--- src/rtl/gcnt_sched.sv ---
// -----------------------------------------------------------------------------
// gcnt_sched
//   Two-requester scheduler that shares one up/down binary counter and presents
//   its Gray encoding. A round-robin arbiter accepts one command at a time. The
//   block then steps the counter once per clock and pulses `done` tagged with
//   the owning requester.
//
//   Handshake: a command on requester N transfers on a rising clock edge where
//   reqN_valid && reqN_ready. Ready is combinational, high only in IDLE, and
//   high for at most one requester. A requester holds valid and its command
//   stable until the transfer happens.
//
// Ports
//   clk, rst            rising-edge clock, asynchronous active-low reset
//   reqN_valid/dir/steps command from requester N (dir 0 = up, 1 = down)
//   reqN_ready          command from requester N accepted this cycle
//   bin_out, gray_out   registered binary count and its Gray encoding
//   busy                high while a command is running or completing
//   done, done_id       one-cycle completion pulse and owning requester
//   state_dbg           current FSM state (0 IDLE, 1 RUN, 2 DONE)
// -----------------------------------------------------------------------------
module gcnt_sched #(
    parameter int WIDTH  = 4,
    parameter int STEP_W = 4
) (
    input  logic              clk,
    input  logic              rst,
    input  logic              req0_valid,
    input  logic              req0_dir,
    input  logic [STEP_W-1:0] req0_steps,
    output logic              req0_ready,
    input  logic              req1_valid,
    input  logic              req1_dir,
    input  logic [STEP_W-1:0] req1_steps,
    output logic              req1_ready,
    output logic [WIDTH-1:0]  bin_out,
    output logic [WIDTH-1:0]  gray_out,
    output logic              busy,
    output logic              done,
    output logic              done_id,
    output logic [1:0]        state_dbg
);

    typedef enum logic [1:0] {
        IDLE = 2'd0,
        RUN  = 2'd1,
        DONE = 2'd2
    } state_t;

    localparam logic [WIDTH-1:0]  CNT_ONE  = {{(WIDTH-1){1'b0}}, 1'b1};
    localparam logic [STEP_W-1:0] STEP_ONE = {{(STEP_W-1){1'b0}}, 1'b1};

    state_t            state;
    logic [STEP_W-1:0] remain;
    logic              dir_q;
    logic              owner;
    logic              last;

    logic              grant;
    logic              fire;
    logic              sel_dir;
    logic [STEP_W-1:0] sel_steps;

    // On a tie the requester that was not granted last wins. Otherwise the
    // valid requester wins. With no request, grant points at requester 0.
    always_comb begin
        grant     = 1'b0;
        fire      = 1'b0;
        sel_dir   = 1'b0;
        sel_steps = '0;
        if (req0_valid && req1_valid) begin
            grant = ~last;
        end else begin
            grant = req1_valid;
        end
        sel_dir   = grant ? req1_dir   : req0_dir;
        sel_steps = grant ? req1_steps : req0_steps;
        fire      = (state == IDLE) && (grant ? req1_valid : req0_valid);
    end

    assign req0_ready = (state == IDLE) && !grant;
    assign req1_ready = (state == IDLE) &&  grant;
    assign gray_out   = bin_out ^ (bin_out >> 1);
    assign done_id    = owner;
    assign state_dbg  = state;

    always_ff @(posedge clk or negedge rst) begin
        if (!rst) begin
            state   <= IDLE;
            bin_out <= '0;
            remain  <= '0;
            dir_q   <= 1'b0;
            owner   <= 1'b0;
            last    <= 1'b1;
            busy    <= 1'b0;
            done    <= 1'b0;
        end else begin
            case (state)
                IDLE: begin
                    if (fire) begin
                        owner  <= grant;
                        last   <= grant;
                        dir_q  <= sel_dir;
                        remain <= sel_steps;
                        busy   <= 1'b1;
                        // A zero-step command completes without touching the count.
                        if (sel_steps == '0) begin
                            state <= DONE;
                            done  <= 1'b1;
                        end else begin
                            state <= RUN;
                        end
                    end
                end
                RUN: begin
                    bin_out <= dir_q ? (bin_out - CNT_ONE) : (bin_out + CNT_ONE);
                    remain  <= remain - STEP_ONE;
                    if (remain == STEP_ONE) begin
                        state <= DONE;
                        done  <= 1'b1;
                    end
                end
                DONE: begin
                    state <= IDLE;
                    busy  <= 1'b0;
                    done  <= 1'b0;
                end
                default: begin
                    state <= IDLE;
                    busy  <= 1'b0;
                    done  <= 1'b0;
                end
            endcase
        end
    end

endmodule

--- config.mk ---
export PLATFORM = sky130hd
export DESIGN_NAME = gcnt_sched
export DESIGN_NICKNAME = d
export VERILOG_FILES = /design/src/rtl/gcnt_sched.sv
export SDC_FILE = /design/constraint.sdc
export NUM_CORES = 1
export LEC_CHECK = 0
export BUFFER_PORTS_ARGS = -buffer_cell sky130_fd_sc_hd__buf_2
export CAP_MARGIN = 20
export CORE_MARGIN = 2
export CORE_UTILIZATION = 25
export DETAILED_ROUTE_END_ITERATION = 12
export GPL_ROUTABILITY_DRIVEN = 1
export SLEW_MARGIN = 0
export SYNTH_ARGS = -nofsm -noshare
export SYNTH_HDL_FRONTEND = slang
export SYNTH_SLANG_ARGS = --single-unit
--- constraint.sdc ---
create_clock -name clk -period 2.4 [get_ports clk]
set_input_delay 0.36 -clock clk [delete_from_list [all_inputs] [get_ports clk]]
set_output_delay 0.36 -clock clk [all_outputs]
set_load 0.005 [all_outputs]
==> flow_summary_export.csv, run 1 <==
group,metric,value,unit
synth,syn-num-nets,104,
timing,fmax,0.592,GHz
clock_tree,cts_root_buf,"clkbuf_4",
final_layout,syn_to_final_growth,26.0,%
hold_path,hp-start,"req0_valid",
floorplanning,ios,29,
placement,place.gp.congestion,0.790,
placement,io_buffers,28,
power_and_ir_drop,power_density,1310,nW/um^2
clock_tree,numCtsBuffers,3,
flow_run,cap_viol_max_count,0,
synth,syn_avg_cell_area,10.2,sq um
power_and_ir_drop,peakVddDrop,0.269,mV
setup_path,slowest_delay,0.40,ns
synth,ys_types,34,
hold_path,holdPathEnd,"last$_DFFE_PN1P_",
setup_path,reg2regPathDepth,5,
synth,syn-instance-count,85,
clock_tree,postCtsResizedCells,0,
setup_path,cp_slowest_cell,"dfstp_2",
global_route,grt_max_degree,16,
setup_path,criticalPathCategory,"flop to output pin",
setup_path,timing.rr.end,"remain[3]$_DFFE_PN0P_",
setup_path,rrSetupSlack,0.79,ns
clock_tree,clockBufferDepth,2,
final_layout,n_antenna_cell,0,
drt,vias_per_cell,4.61,
clock_tree,cts.sinks,15,
final_layout,final_cell_mix,"buf_2, dfrtp_1, inv_1, o21ai_0",
global_route,grt.total_usage,0.108,
global_route,grt_pass1_vias,834,
synth,yosysWarnings,0,
synth,synth-edff-count,0,
setup_path,start_kind,"flop",
drt,ant_nets,0,
drt,wirelength,1.94,mm
synth,ys_seq_area_frac,0.435,
timing,skew,0.00605,ns
timing,finalCritPeriodShare,0.704,
timing,rsz0062_at_grt,"no",
timing,hold_viol,0,
timing,min_period,1.69,ns
timing,setup_viol,0,
floorplanning,num_rows,21,
power_and_ir_drop,p_leak,0.532,nW
placement,hpwlAfterDp,1.58,mm
setup_path,crit_required,2.04,ns
synth,ys_seq_elements,15,
setup_path,critPathMaxFanout,8,
timing,final_max_slew_viol_count,0,
drt,drc,0,
drt,num_vias,747,
floorplanning,initial_core_util,0.259,
drt,first_pass_iters,4,
drt,drt-initial-drc-count,22,
timing,slew_headroom,0.729,
floorplanning,dieArea,3950,sq um
status,status,"complete, no violations",
clock_tree,clock_latency,0.28,ns
clock_tree,htree_levels,1,
clock_tree,cts_tree,"built",
timing,whs,0.297,ns
global_route,antenna_found_initial,0,
synth,async_reset_ff_frac,1.00,
setup_path,path_cells,"a21boi_4, and2_1, buf_2",
timing,tightest_slew,0.405,ns
setup_path,worstPathArrival,1.33,ns
synth,synth_area,866,sq um
floorplanning,core_area,3340,sq um
setup_path,crit_path_end_kind,"output pin",
floorplanning,die_y,62.9,um
final_layout,final_core_util,0.327,
final_layout,final_common_cell,"buf_2",
global_route,grt_overflow,0,
final_layout,drive_gt1_frac,0.319,
timing,tns,0,ns
clock_tree,path_clk_slew,0.09,ns
synth,ys.flop_type,"dfrtp_1",
floorplanning,die_w,62.9,um
final_layout,nNetsFinal,136,
global_route,grt_pass1_wl,3.33,mm
hold_path,hold_path_depth,2,
hold_path,min_path_type,"primary input to flop",
setup_path,r2r_start,"state_dbg[0]$_DFFE_PN0P_",
drt,wl_per_cell,12.0,um
power_and_ir_drop,p_total,1.43,mW
[metal layers]
| metal | GRT usage | up-vias | share of wire |
|---|---|---|---|
| met5 | 0 | - | 0 |
| met4 | 0.0583 | 0 | 0.015 |
| met3 | 0.0306 | 4 | 0.060 |
| met2 | 0.184 | 27 | 0.49 |
| met1 | 0.120 | 352 | 0.44 |
| li1 | - | 364 | - |
[sequential cells by signal (all words and copies together), names as in the netlist]
name       flops
bin_out        4
busy           1
dir_q          1
done           1
done_id        1
last           1
remain         4
state_dbg      2
[power breakdown]
group | total [mW] | switching [mW] | leakage [nW] | internal, mW
Sequential | 0.527 | 0.134 | 0.176 | 0.393
Clock | 0.145 | 0.0831 | 0.0177 | 0.0619
Combinational | 0.758 | 0.389 | 0.338 | 0.368
Total | 1.43 | 0.606 | 0.532 | 0.823
[worst max path at each step]
| stage | start | slack [ns] | endpoint | cells after the start |
|---|---|---|---|---|
| floorplan | last$_DFFE_PN1P_ | 0.95 | done$_DFFE_PN0P_ | 4 |
| detailed placement | state_dbg[0]$_DFFE_PN0P_ | 0.66 | remain[3]$_DFFE_PN0P_ | 4 |
| global route | state_dbg[1]$_DFFE_PN0P_ | 0.58 | remain[3]$_DFFE_PN0P_ | 5 |
| global placement | req1_valid | 0.71 | done$_DFFE_PN0P_ | 5 |
| CTS | state_dbg[0]$_DFFE_PN0P_ | 0.64 | remain[3]$_DFFE_PN0P_ | 4 |
| finish | last$_DFFE_PN1P_ | 0.71 | req1_ready | 3 |
[logic make-up after synthesis]
| family | count (synthesis) | share of synthesized area |
|---|---|---|
| AND/OR/NAND/NOR | 23 | 0.136 |
| AO/OA/AOI/OAI | 21 | 0.168 |
| flip-flops | 15 | 0.435 |
| buffers and inverters | 9 | 0.0434 |
| XOR/XNOR | 6 | 0.0607 |
| multiplexers | 6 | 0.0766 |
| adder cells (fa/ha/maj) | 5 | 0.0809 |
[final cells by class]
type	count	area, sq um
clock inverter	1	5.00
inverter	6	22.5
timing repair buffer	30	155
multi-input combinational	61	452
clock buffer	3	22.5
fill	364	2250
tap	46	57.6
sequential	15	377
[worst max-delay path, delay by kind of cell (launching register included)]
family / cells / cell delay, ns
flip-flops: 1 / 0.40
AO/OA/AOI/OAI: 1 / 0.32
AND/OR/NAND/NOR: 1 / 0.20
buffers and inverters: 1 / 0.11
[per-stage QoR]
| stage | worst slack (ns) | cell area, sq um | cells |
|---|---|---|---|
| 6_report | 0.711 | 1090 | 162 |
| 5_1_grt | 0.584 | 1090 | 162 |
| 4_1_cts | 0.642 | 1090 | 161 |
| 3_5_place_dp | 0.657 | 1050 | 156 |
| 3_3_place_gp | 0.710 | 1050 | 156 |
| 2_1_floorplan | 0.946 | 866 | 85 |
[synthesized netlist by cell type, types with 2 or more instances]
master,instances,share of area
xor2_1,5,0.051
nor4_1,2,0.014
nand3_1,3,0.017
a21o_1,3,0.026
a21oi_1,4,0.023
nor2_1,3,0.013
ha_1,4,0.058
o21ai_0,6,0.035
and3_1,2,0.014
nand2_1,5,0.022
nor3_1,3,0.017
dfrtp_1,14,0.40
inv_1,6,0.026
mux2i_1,4,0.046
clkbuf_1,2,0.0087
[repair_timing]
item	4_1_cts	5_1_grt
hold buffers	1	0
buffers inserted	0	0
hold endpoints to repair	14	0
Note: power is estimated with default switching activity, not from simulation.
==> run 2: changes to the inputs <==
==> constraint.sdc (replaced) <==
create_clock -name clk -period 1.46 [get_ports clk]
set_input_delay 0.219 -clock clk [delete_from_list [all_inputs] [get_ports clk]]
set_output_delay 0.219 -clock clk [all_outputs]
set_load 0.005 [all_outputs]
==> flow_summary_export.csv, run 2 (synthesis results as in run 1) <==
group,metric,value,unit
timing,final_max_slew_viol_count,0,
power_and_ir_drop,peakVddDrop,0.597,mV
placement,dp_cells,164,
timing,hold_viol,0,
clock_tree,cts_root_buf,"clkbuf_4",
timing,skew,0.00405,ns
final_layout,n_antenna_cell,0,
setup_path,crit_path_end_kind,"output pin",
final_layout,nFillCells,339,
timing,tightest_slew,0.437,ns
floorplanning,core_area,3340,sq um
setup_path,critPathMaxFanout,4,
global_route,antenna_found_initial,0,
floorplanning,dieArea,3950,sq um
drt,num_vias,783,
floorplanning,ios,29,
clock_tree,numCtsBuffers,3,
timing,slew_headroom,0.708,
global_route,grt_max_degree,16,
final_layout,final_core_util,0.383,
floorplanning,die_y,62.9,um
timing,min_period,1.50,ns
timing,finalCritPeriodShare,1.03,
placement,hpwlAfterDp,1.55,mm
clock_tree,path_clk_slew,0.10,ns
final_layout,syn_to_final_growth,47.7,%
final_layout,drive_gt1_frac,0.492,
global_route,grt_overflow,0,
status,status,"complete, but fails checks",
hold_path,min_path_type,"primary input to flop",
setup_path,start_kind,"flop",
drt,drc,0,
floorplanning,die_w,62.9,um
drt,vias_per_cell,4.50,
floorplanning,initial_core_util,0.259,
final_layout,final_cell_mix,"buf_2, buf_4, dfrtp_1",
clock_tree,cts.sinks,15,
drt,wirelength,2.09,mm
drt,drt-initial-drc-count,16,
setup_path,worstPathArrival,1.29,ns
timing,rsz0062_at_grt,"yes",
clock_tree,htree_levels,1,
setup_path,criticalPathCategory,"flop to output pin",
clock_tree,clockBufferDepth,2,
final_layout,multi_input_area,533,sq um
timing,setup_viol,2,
setup_path,crit_required,1.24,ns
power_and_ir_drop,p_leak,0.599,nW
placement,post-place-ws,0.00929,ns
final_layout,final_common_cell,"buf_2",
drt,first_pass_iters,4,
global_route,grt.total_usage,0.111,
timing,fin_ws,-0.0446,ns
global_route,grt_pass1_wl,3.45,mm
final_layout,regArea,380,sq um
timing,fmax,0.665,GHz
flow_run,cap_viol_max_count,0,
final_layout,instances_no_fill,174,
global_route,grt_pass1_vias,733,
clock_tree,clock_latency,0.29,ns
status,violations,"setup timing",
final_layout,nNetsFinal,148,
placement,io_buffers,28,
floorplanning,num_rows,21,
placement,place.gp.congestion,0.824,
clock_tree,cts_tree,"built",
power_and_ir_drop,power_density,2290,nW/um^2
power_and_ir_drop,p_total,2.92,mW
drt,ant_nets,0,
drt,wl_per_cell,12.0,um
[run 2: repair_timing]
item / in CTS / in global routing
hold buffers: 1 / 0
pin swaps: 1 / 5
endpoints found under the hold margin: 14 / 0
endpoints found under the setup margin: 3 / 7
resized for setup: 5 / 15
setup buffers: 3 / 2
[run 2: per-stage QoR]
stage	cell area [sq um]	hold WS [ns]	TNS, ns
2_1_floorplan	866	-0.0766	0
3_3_place_gp	1110	0.143	0
3_5_place_dp	1110	0.149	0
4_1_cts	1190	0.135	-0.0990
5_1_grt	1280	0.162	-0.226
6_report	1280	0.149	-0.0610
[run 2: worst paths after layout]
check                               startpoint                    end  slack (ns)  cells after the start
max                           last$_DFFE_PN1P_             req1_ready       -0.04                      4
min                                 req0_valid       last$_DFFE_PN1P_        0.15                      2
max reg2reg                   last$_DFFE_PN1P_  remain[2]$_DFFE_PN0P_           0                      6
min reg2reg                done_id$_DFFE_PN0P_    done_id$_DFFE_PN0P_        0.48                      1
max in group asynchronous                  rst       last$_DFFE_PN1P_        0.79                      2
min in group asynchronous                  rst  remain[0]$_DFFE_PN0P_        0.36                      2
[run 2: report_power, final]
part	switching, mW	internal [mW]
clock network	0.146	0.102
registers	0.212	0.654
logic	0.831	0.979
total	1.19	1.73
[run 2: cell type report]
cell class              count  area share
inverters                   6      0.0176
flip-flops and latches     15       0.297
well taps                  46      0.0450
clock buffers               3      0.0176
multi-input cells          61       0.417
repair buffers             42       0.202
clock inverters             1     0.00391
[run 2: worst max-delay path: stages, from the launching register on]
cell and delay (ns):
dfstp_2 0.57, a21boi_4 0.06, buf_6 0.12, and2_4 0.13, buf_6 0.11
[run 2: metal layers]
metal,share of wire,global-route usage,vias up
met5,0,0,-
met4,0.0058,0.0333,0
met3,0.057,0.0324,2
met2,0.45,0.168,31
met1,0.49,0.152,356
li1,-,-,394
==> run 3: changes to the inputs <==
--- a/config.mk
+++ b/config.mk
@@ -7,10 +7,11 @@
 export LEC_CHECK = 0
 export BUFFER_PORTS_ARGS = -buffer_cell sky130_fd_sc_hd__buf_2
 export CAP_MARGIN = 20
-export CORE_MARGIN = 2
+export CORE_MARGIN = 8
 export CORE_UTILIZATION = 25
 export DETAILED_ROUTE_END_ITERATION = 12
 export GPL_ROUTABILITY_DRIVEN = 1
+export MAX_ROUTING_LAYER = met4
 export SLEW_MARGIN = 0
 export SYNTH_ARGS = -nofsm -noshare
 export SYNTH_HDL_FRONTEND = slang
==> flow_summary_export.csv, run 3 (synthesis results as in run 1) <==
group,metric,value,unit
timing,hold_viol,0,
power_and_ir_drop,power_density,2280,nW/um^2
timing,fin_ws,-0.0521,ns
setup_path,critPathMaxFanout,4,
setup_path,worstPathArrival,1.29,ns
clock_tree,cts_root_buf,"clkbuf_4",
timing,slew_headroom,0.699,
floorplanning,die_w,74.9,um
power_and_ir_drop,p_leak,0.595,nW
timing,finalCritPeriodShare,1.04,
placement,io_buffers,28,
clock_tree,numCtsBuffers,3,
drt,first_pass_iters,4,
setup_path,start_kind,"flop",
timing,setup_viol,3,
status,violations,"setup timing",
timing,tightest_slew,0.450,ns
setup_path,timing.rr.end,"remain[2]$_DFFE_PN0P_",
floorplanning,ios,29,
clock_tree,htree_levels,1,
timing,min_period,1.51,ns
hold_path,holdPathEnd,"last$_DFFE_PN1P_",
global_route,grt_max_degree,16,
status,status,"complete, but fails checks",
hold_path,min_path_type,"primary input to flop",
flow_run,cap_viol_max_count,0,
clock_tree,clockBufferDepth,2,
drt,drc,0,
final_layout,syn_to_final_growth,45.5,%
global_route,grt_pass1_wl,3.90,mm
drt,num_vias,795,
final_layout,drive_gt1_frac,0.484,
timing,rsz0062_at_grt,"yes",
power_and_ir_drop,peakVddDrop,0.570,mV
final_layout,nNetsFinal,148,
hold_path,hp-start,"req0_valid",
global_route,grt.total_usage,0.0926,
placement,place.gp.congestion,0.754,
placement,hpwlAfterDp,1.75,mm
clock_tree,cts_tree,"built",
final_layout,final_cell_mix,"buf_2, dfrtp_1, buf_4",
timing,fmax,0.661,GHz
global_route,antenna_found_initial,0,
global_route,grt_pass1_vias,886,
setup_path,r2r_start,"last$_DFFE_PN1P_",
clock_tree,cts.sinks,15,
drt,ant_nets,0,
floorplanning,core_area,3340,sq um
timing,skew,0.0115,ns
clock_tree,clock_latency,0.29,ns
global_route,grt_overflow,0,
setup_path,criticalPathCategory,"flop to output pin",
floorplanning,die_y,74.9,um
drt,drt-initial-drc-count,20,
timing,whs,0.144,ns
setup_path,rrSetupSlack,-0.01,ns
final_layout,n_antenna_cell,0,
floorplanning,initial_core_util,0.259,
final_layout,nFillCells,363,
floorplanning,num_rows,21,
floorplanning,dieArea,5600,sq um
setup_path,crit_path_end_kind,"output pin",
drt,vias_per_cell,4.57,
setup_path,reg2regPathDepth,6,
drt,wl_per_cell,13.9,um
timing,final_max_slew_viol_count,0,
setup_path,crit_required,1.24,ns
drt,wirelength,2.42,mm
placement,post-place-ws,0.0147,ns
final_layout,final_common_cell,"buf_2",
clock_tree,path_clk_slew,0.10,ns
hold_path,hold_path_depth,2,
run 3: worst max-delay path by stage:
stage	from	end	slack, ns	depth (start not counted)
2_1_floorplan	last$_DFFE_PN1P_	done$_DFFE_PN0P_	0.006	4
3_3_place_gp	last$_DFFE_PN1P_	done$_DFFE_PN0P_	0.05	4
3_5_place_dp	dir_q$_DFFE_PN0P_	bin_out[3]$_DFFE_PN0P_	0.01	5
4_1_cts	last$_DFFE_PN1P_	req1_ready	-0.06	4
5_1_grt	last$_DFFE_PN1P_	req0_ready	-0.10	4
6_report	last$_DFFE_PN1P_	req1_ready	-0.05	4
run 3: area by class of cell:
class,count,area [sq um],area share
Clock buffer,4,26.3,0.0209
Tap cell,46,57.6,0.0457
Sequential cell,15,379,0.301
Multi-Input combinational cell,61,517,0.410
Inverter,6,22.5,0.0179
Timing Repair Buffer,42,258,0.205
run 3: timing repair:
action	in CTS	in global routing
setup endpoints to repair	3	7
buffers inserted	4	1
pin swaps	2	5
endpoints found under the hold margin	14	0
cloned	0	0
resized for setup	6	12
hold buffers	1	0
run 3: through the flow:
stage	instances	area (sq um)	setup TNS [ns]	power (mW)	util
global placement	164	1110	0	2.23	0.332
floorplan	85	866	0	1.69	-
finish	174	1260	-0.109	2.87	0.378
detailed placement	164	1110	0	2.30	0.332
CTS	173	1210	-0.109	2.69	0.363
global route	174	1260	-0.266	3.16	0.378
run 3: power breakdown:
group	switching [mW]	total (mW)	internal [mW]
clock	0.147	0.253	0.106
sequential	0.215	0.866	0.651
combinational	0.817	1.75	0.936
run 3: critical path: stages (launching register included):
cell,delay [ns]
dfstp_2,0.57
a21boi_4,0.06
buf_6,0.13
and2_4,0.13
buf_6,0.11
run 3: routing by layer:
metal	GRT usage	part of all wire
met4	0.0217	0.0087
met5	-	0
met1	0.0953	0.42
met2	0.160	0.49
met3	0.0373	0.085
